File: src/rtl/debouncer_pkg.sv
// Shared limits and helpers for the multi-channel debouncer.
// Convert a stable time in microseconds to a limit value with us_to_limit().
package debouncer_pkg;

    localparam int unsigned MAX_CHANNELS    = 32;
    localparam int unsigned MAX_WIDTH       = 24;
    localparam int unsigned MIN_WIDTH       = 2;
    localparam int unsigned DEFAULT_CLK_MHZ = 100;

    // Stable time of us microseconds at clk_mhz becomes (us * clk_mhz - 1) cycles.
    function automatic int unsigned us_to_limit(input int unsigned us,
                                                input int unsigned clk_mhz);
        int unsigned cycles;
        cycles = us * clk_mhz;
        return (cycles == 0) ? 0 : cycles - 1;
    endfunction

    function automatic bit limit_fits(input int unsigned limit_val,
                                      input int unsigned width);
        return (width >= 32) || (limit_val < (32'd1 << width));
    endfunction

endpackage

File: src/rtl/debounce_channel.sv
// One debounced input: 2-flop synchroniser, mismatch counter and filtered state.
// Registered rise/fall pulses exist only when DEBOUNCE_EDGE_EN is defined.
module debounce_channel
    import debouncer_pkg::*;
#(
    parameter int unsigned WIDTH     = 16,
    parameter bit          RESET_BIT = 1'b0
) (
    input  logic             clk,
    input  logic             rst,
    input  logic             din,
    input  logic [WIDTH-1:0] limit,
    output logic             dout,
    output logic             rise,
    output logic             fall
);

    if (WIDTH < MIN_WIDTH || WIDTH > MAX_WIDTH) begin : g_bad_width
        $error("debounce_channel: WIDTH out of range");
    end

    logic             sync0_q;
    logic             sync1_q;
    logic             dout_q;
    logic             dout_d;
    logic [WIDTH-1:0] cnt_q;
    logic [WIDTH-1:0] cnt_d;

    // >= rather than == so a limit lowered below the running count fires at once.
    always_comb begin
        dout_d = dout_q;
        cnt_d  = cnt_q;
        if (dout_q == sync1_q) begin
            cnt_d = '0;
        end else if (cnt_q >= limit) begin
            dout_d = ~dout_q;
            cnt_d  = '0;
        end else begin
            cnt_d = cnt_q + WIDTH'(1);
        end
    end

    always_ff @(posedge clk or posedge rst) begin
        if (rst) begin
            sync0_q <= RESET_BIT;
            sync1_q <= RESET_BIT;
            dout_q  <= RESET_BIT;
            cnt_q   <= '0;
        end else begin
            sync0_q <= din;
            sync1_q <= sync0_q;
            dout_q  <= dout_d;
            cnt_q   <= cnt_d;
        end
    end

    assign dout = dout_q;

`ifdef DEBOUNCE_EDGE_EN
    logic rise_q;
    logic fall_q;

    // Pulses land in the same cycle as the new dout value.
    always_ff @(posedge clk or posedge rst) begin
        if (rst) begin
            rise_q <= 1'b0;
            fall_q <= 1'b0;
        end else begin
            rise_q <= dout_d & ~dout_q;
            fall_q <= ~dout_d & dout_q;
        end
    end

    assign rise = rise_q;
    assign fall = fall_q;
`else
    assign rise = 1'b0;
    assign fall = 1'b0;
`endif

endmodule

File: src/rtl/debouncer_multi.sv
// Multi-channel debouncer with a shared runtime stable-time limit.
// Define DEBOUNCE_EDGE_EN to get registered rise/fall pulses; otherwise they tie to 0.
module debouncer_multi
    import debouncer_pkg::*;
#(
    parameter int unsigned          CHANNELS  = 8,
    parameter int unsigned          WIDTH     = 16,
    parameter logic [CHANNELS-1:0]  RESET_VAL = '0
) (
    input  logic                clk,
    input  logic                rst,
    input  logic [CHANNELS-1:0] din,
    input  logic [WIDTH-1:0]    limit,
    output logic [CHANNELS-1:0] dout,
    output logic [CHANNELS-1:0] rise,
    output logic [CHANNELS-1:0] fall
);

    if (CHANNELS < 1 || CHANNELS > MAX_CHANNELS) begin : g_bad_channels
        $error("debouncer_multi: CHANNELS out of range");
    end

    for (genvar n = 0; n < int'(CHANNELS); n++) begin : g_ch
        debounce_channel #(
            .WIDTH     (WIDTH),
            .RESET_BIT (RESET_VAL[n])
        ) u_channel (
            .clk   (clk),
            .rst   (rst),
            .din   (din[n]),
            .limit (limit),
            .dout  (dout[n]),
            .rise  (rise[n]),
            .fall  (fall[n])
        );
    end

endmodule

File: config.mk
export PLATFORM = sky130hd
export DESIGN_NAME = debouncer_multi
export DESIGN_NICKNAME = d
export VERILOG_FILES = /design/src/rtl/debouncer_pkg.sv /design/src/rtl/debounce_channel.sv /design/src/rtl/debouncer_multi.sv
export SDC_FILE = /design/constraint.sdc
export NUM_CORES = 1
export LEC_CHECK = 0
export BUFFER_PORTS_ARGS = -buffer_cell sky130_fd_sc_hd__clkbuf_2
export CORE_MARGIN = 2
export CORE_UTILIZATION = 40
export CTS_CLUSTER_DIAMETER = 100
export CTS_CLUSTER_SIZE = 20
export DETAILED_ROUTE_END_ITERATION = 12
export GPL_ROUTABILITY_DRIVEN = 0
export PLACE_DENSITY = 0.53
export SYNTH_ARGS = -nofsm -noshare
export SYNTH_HDL_FRONTEND = slang
export SYNTH_SLANG_ARGS = --single-unit
File: constraint.sdc
create_clock -name clk -period 6.68 [get_ports clk]
set_input_delay 1.336 -clock clk [delete_from_list [all_inputs] [get_ports clk]]
set_output_delay 1.336 -clock clk [all_outputs]
set_load 0.01 [all_outputs]
Word level (Yosys, flattened, before mapping)
Cells that the tools add are included.
{"block": "word_totals", "word_cells": 96, "out_inout_bits": 24, "regBits": 152, "inputBits": 26}
{"block": "classes", "eq_ne": 8, "add_sub_neg": 8, "n_reduce_logical": 8, "n_bitwise": 16, "magnitude_cmp": 8, "mux": 16}
{"operator": "$mux W16", "n": 16}
{"operator": "$add A16 B1 Y16 const B", "n": 8}
{"operator": "$ge A16 B16 Y1", "n": 8}
{"operator": "$not A1 Y1", "n": 16}
{"operator": "$reduce_and A2 Y1", "n": 8}
{"operator": "$eq A1 B1 Y1", "n": 8}

Logic depth before layout (Yosys ltp)
{"block": "logic_depth", "ltp_word": 3, "mapped_depth": 8}

Hierarchy
A second synthesis with hierarchy kept.
{"block": "hier_totals", "hier_cells": 1076, "hier_area_um2": 10161.0}
{"mod": "debounce_channel at g_ch[0].u_channel ...", "n_inst": 7, "area_each_um2": 1268.7, "cells_each": 134}
{"mod": "debounce_channel at g_ch[4].u_channel", "n_inst": 1, "area_each_um2": 1280.0, "cells_each": 138}

Worst setup path after synthesis
OpenSTA, ideal clock, no wires.
{"block": "synth_timing", "path_type": "input to register", "from": "input port limit[13]", "to": "register g_ch[7].u_channel.cnt_q[10]", "stages": 8, "n_path_buf": 1, "arrival_time_ns": 2.905, "setup_slack_ns": 3.704, "t_required_ns": 6.609, "cell_sequence": "inv_1 > ha_1 > a211oi_1 > o22ai_1 > a2111oi_4 > o211ai_2 > buf_4 > nor2_1"}
{"block": "synth_via", "elab_chain_cells": 3}
{"element": "from (decl)", "line": "debouncer_multi.sv:13", "rtl": "input logic [WIDTH-1:0] limit,"}
{"element": "$ge A16 B16 Y1", "line": "debounce_channel.sv:35", "rtl": "end else if (cnt_q >= limit) begin"}
{"element": "$mux W16", "line": "debounce_channel.sv:35"}
{"element": "$mux W16", "line": "debounce_channel.sv:33", "rtl": "if (dout_q == sync1_q) begin"}
{"element": "named net g_ch[7].u_channel.cnt_d[10]", "line": "debounce_channel.sv:27", "rtl": "logic [WIDTH-1:0] cnt_d;"}
{"element": "to (signal assigned)", "line": "debounce_channel.sv:53", "rtl": "cnt_q <= cnt_d;"}
{"element": "to (decl)", "line": "debounce_channel.sv:26", "rtl": "logic [WIDTH-1:0] cnt_q;"}
The timed path passes the listed nets, and every way through them passes these cells.
A chain may end at the register's enable or synchronous reset.

Worst setup path in the final report
{"block": "layout_timing", "from": "input port limit[5]", "to": "register g_ch[6].u_channel.cnt_q[12]"}
{"block": "layout_via", "elab_chain_cells": 3}
{"element": "$ge A16 B16 Y1", "line": "debounce_channel.sv:35"}
{"element": "$mux W16", "line": "debounce_channel.sv:35"}
{"element": "$mux W16", "line": "debounce_channel.sv:33"}
{"element": "named net g_ch[6].u_channel.cnt_d[12]", "line": "debounce_channel.sv:27"}
{"element": "to (signal assigned)", "line": "debounce_channel.sv:53"}
{"element": "to (decl)", "line": "debounce_channel.sv:26"}
The timed path passes the listed nets, and every way through them passes these cells.

==> results.yml <==
sta:
  relSlewSlack: 0.113
  worstMarginPinSlew_ps: 1330
  clock_skew_ps: 9.89
  fin_tns_setup_ps: 0
  hold_violations: 0
  whs_ps: 348
  setup_viol: 0
  worst_slack_ps: 3280
  min_period_ps: 3400
  rsz0062_at_grt: "no"
  fmax_ghz: 0.294
  finalCritPeriodShare: 0.509
  drv_slew: 0
power:
  p_seq_frac: 0.459
  peakVddDrop_mv: 0.118
  leakage_nw: 5.21
  totalPowerFinal_mw: 2.09
  powerDensity_nw_per_um2: 196
  switchingPower_mw: 0.553
  p_int_mw: 1.54
  switching_share: 0.264
  clkPwrFrac: 0.460
  power_frac_comb: 0.081
clock_tree:
  htreeDepth: 4
  ctsHoldBuffers: 0
  cts.sinks: 152
  cts-root-buf: "clkbuf_16"
  path_clk_slew_ps: 70
  cts_resized: 0
  cts_setup_buffers: 0
  cts_buffers: 17
  cts_tree: "yes"
  clk_latency_ps: 420
  ctsLongestPathBuffers: 2
synthesis:
  yosysMostFrequentCell: "dfrtp_1"
  synthFlopType: "dfrtp_1"
  synthArstFlopShare: 1.00
  synth_cell_types: 42
  yosys-top-cells-count: "152 x dfrtp_1, 136 x ha_1, 108 x nor2_1"
  synth_edf_count: 0
  syn_avg_cell_area_um2: 9.72
  synth_seq_area_share: 0.392
  syn_inst: 998
  synth.area.top_cells: "dfrtp_1 39%, ha_1 18%, xor2_1 7.7%"
  yosys_warnings: 0
  ys_ff_latch: 152
  yosysTopAreaCellShare: 0.392
  synth_area_um2: 9700
  synth_top_area_cell: "dfrtp_1"
floorplan:
  core-area_um2: 23600
  fp.dieH_um: 160
  io_pins: 50
  die-area_um2: 25500
  rows: 56
  initial_core_util: 0.411
  die_w_um: 160
drt:
  routed_wl_um: 22300
  final_antenna_net_count: 0
  drt_drc_violations_left: 0
  viasPerCell: 5.16
  avgRoutedWirePerCell_um: 16.4
  dr.pass1.iters: 4
  drt_iter0_drc: 412
  vias: 7029
cells_and_area:
  nNetsFinal: 1192
  drive_gt1_frac: 0.0815
  fill_cells: 2320
  n_antenna_cell: 0
  final_util: 0.452
  area_growth_pct: 10.1
global_routing:
  grt_pass1_vias: 6900
  grt_pass1_wl_um: 37000
  antenna_found_initial: 0
  grt_usage: 0.183
  grt.overflow.total: 0
  grt_max_degree: 62
setup_path:
  criticalPathCategory: "in2reg"
  crit_buf_inv: 2
  crit_path_max_incr_delay_ps: 1030
  critPathMaxFanout: 16
  worst_setup_path_start_kind: "primary input"
  cp_common_cell: "a21oi_1"
  crit_path_end_kind: "register"
  path_cells: "clkbuf_2 -> inv_1 -> ha_1 -> a21oi_1 -> o21ai_0 -> a21oi_1 -> o21bai_1 -> nor3_1"
  crit_slowest_cell: "o21bai_1"
  required_ps: 6920
  cp_top_family: "compound AO/OA/AOI/OAI gates"
  critPathArrivalTime_ps: 3640
hold_path:
  hold_path.class: "reg2reg"
placement:
  dp_worst_setup_slack_ps: 2920
  numPortBuffers: 33
  dp_hpwl_um: 15400
run_status:
  status: "finished clean"
run:
  drv_cap: 0
==> flip-flops by register name, indices dropped and copies added (netlist names) <==
register / cells
g_ch.u_channel.sync1_q: 8
g_ch.u_channel.sync0_q: 8
g_ch.u_channel.dout: 8
g_ch.u_channel.cnt_q: 128
==> worst reg2reg max path, stage by stage (launching register included) <==
cell and delay (ps):
dfrtp_1 450, ha_1 340, nand2_1 50, o21ai_0 230
a21oi_1 100, o21bai_1 1030, nor3_1 150
==> stage by stage <==
| stage | instances | instance area, um2 |
|---|---|---|
| 6_report | 1362 | 10700 |
| 5_1_grt | 1362 | 10700 |
| 4_1_cts | 1362 | 10700 |
| 3_5_place_dp | 1330 | 10100 |
| 3_3_place_gp | 1330 | 10100 |
| 2_1_floorplan | 1013 | 9750 |
==> layout by cell type, fill, tap and decap left out, types with 19 or more instances in the layout <==
| cell type | n |
|---|---|
| nand3_1 | 58 |
| xor2_1 | 85 |
| xnor2_1 | 35 |
| nor2_1 | 108 |
| dfrtp_1 | 152 |
| nand2_1 | 67 |
| ha_1 | 136 |
| nand4_1 | 38 |
| and4_1 | 19 |
| o21ai_0 | 24 |
| inv_1 | 45 |
| nor3_1 | 57 |
| and3_1 | 22 |
| a21oi_1 | 48 |
| clkbuf_2 | 33 |
==> power by group through the flow <==
stage	sequential (mW)	clock, mW	combinational, mW
5_1_grt	0.962	1.03	0.198
3_3_place_gp	0.976	0	0.169
4_1_cts	0.959	0.986	0.174
6_report	0.959	0.962	0.170
2_1_floorplan	0.969	0	0.128
3_5_place_dp	0.976	0	0.172
==> cells by family (layout without fill, tap and decap cells) <==
group | Yosys count | count (layout) | share of synthesized area
AND/OR/NAND/NOR | 394 | 394 | 0.202
flip-flops | 152 | 152 | 0.392
adder cells (fa/ha/maj) | 136 | 136 | 0.175
XOR/XNOR | 120 | 120 | 0.108
AO/OA/AOI/OAI | 102 | 102 | 0.0667
buffers and inverters | 85 | 115 | 0.0452
multiplexers | 8 | 8 | 0.00929
other | 1 | 16 | 0.000387
==> cell type report <==
cell class	count	area, um2	share of cell area
Timing Repair Buffer	37	195	0.0183
Sequential cell	152	3800	0.356
Clock buffer	19	453	0.0424
Multi-Input combinational cell	776	5510	0.516
Clock inverter	13	133	0.0124
Tap cell	319	399	0.0374
Inverter	46	178	0.0166
==> final timing paths <==
kind,cells past startpoint,from,to,slack [ps]
max,8,limit[5],g_ch[6].u_channel.cnt_q[12]$_DFF_PP0_,3280
min,0,g_ch[5].u_channel.sync0_q$_DFF_PP0_,g_ch[5].u_channel.sync1_q$_DFF_PP0_,350
max reg2reg,6,g_ch[6].u_channel.cnt_q[7]$_DFF_PP0_,g_ch[6].u_channel.cnt_q[12]$_DFF_PP0_,4140
min reg2reg,0,g_ch[5].u_channel.sync0_q$_DFF_PP0_,g_ch[5].u_channel.sync1_q$_DFF_PP0_,350
max in group asynchronous,3,rst,g_ch[2].u_channel.dout$_DFFE_PP0P_,4680
min in group asynchronous,2,rst,g_ch[0].u_channel.cnt_q[14]$_DFF_PP0_,970
==> routing by layer <==
layer  up-vias  track usage  wire, um
li1       3562            -         -
met1      3386        0.258     11300
met2        64        0.293     10300
met3        17       0.0306       508
met4         0       0.0450       299
met5         -            0         0
(Power assumes the default switching activity.)
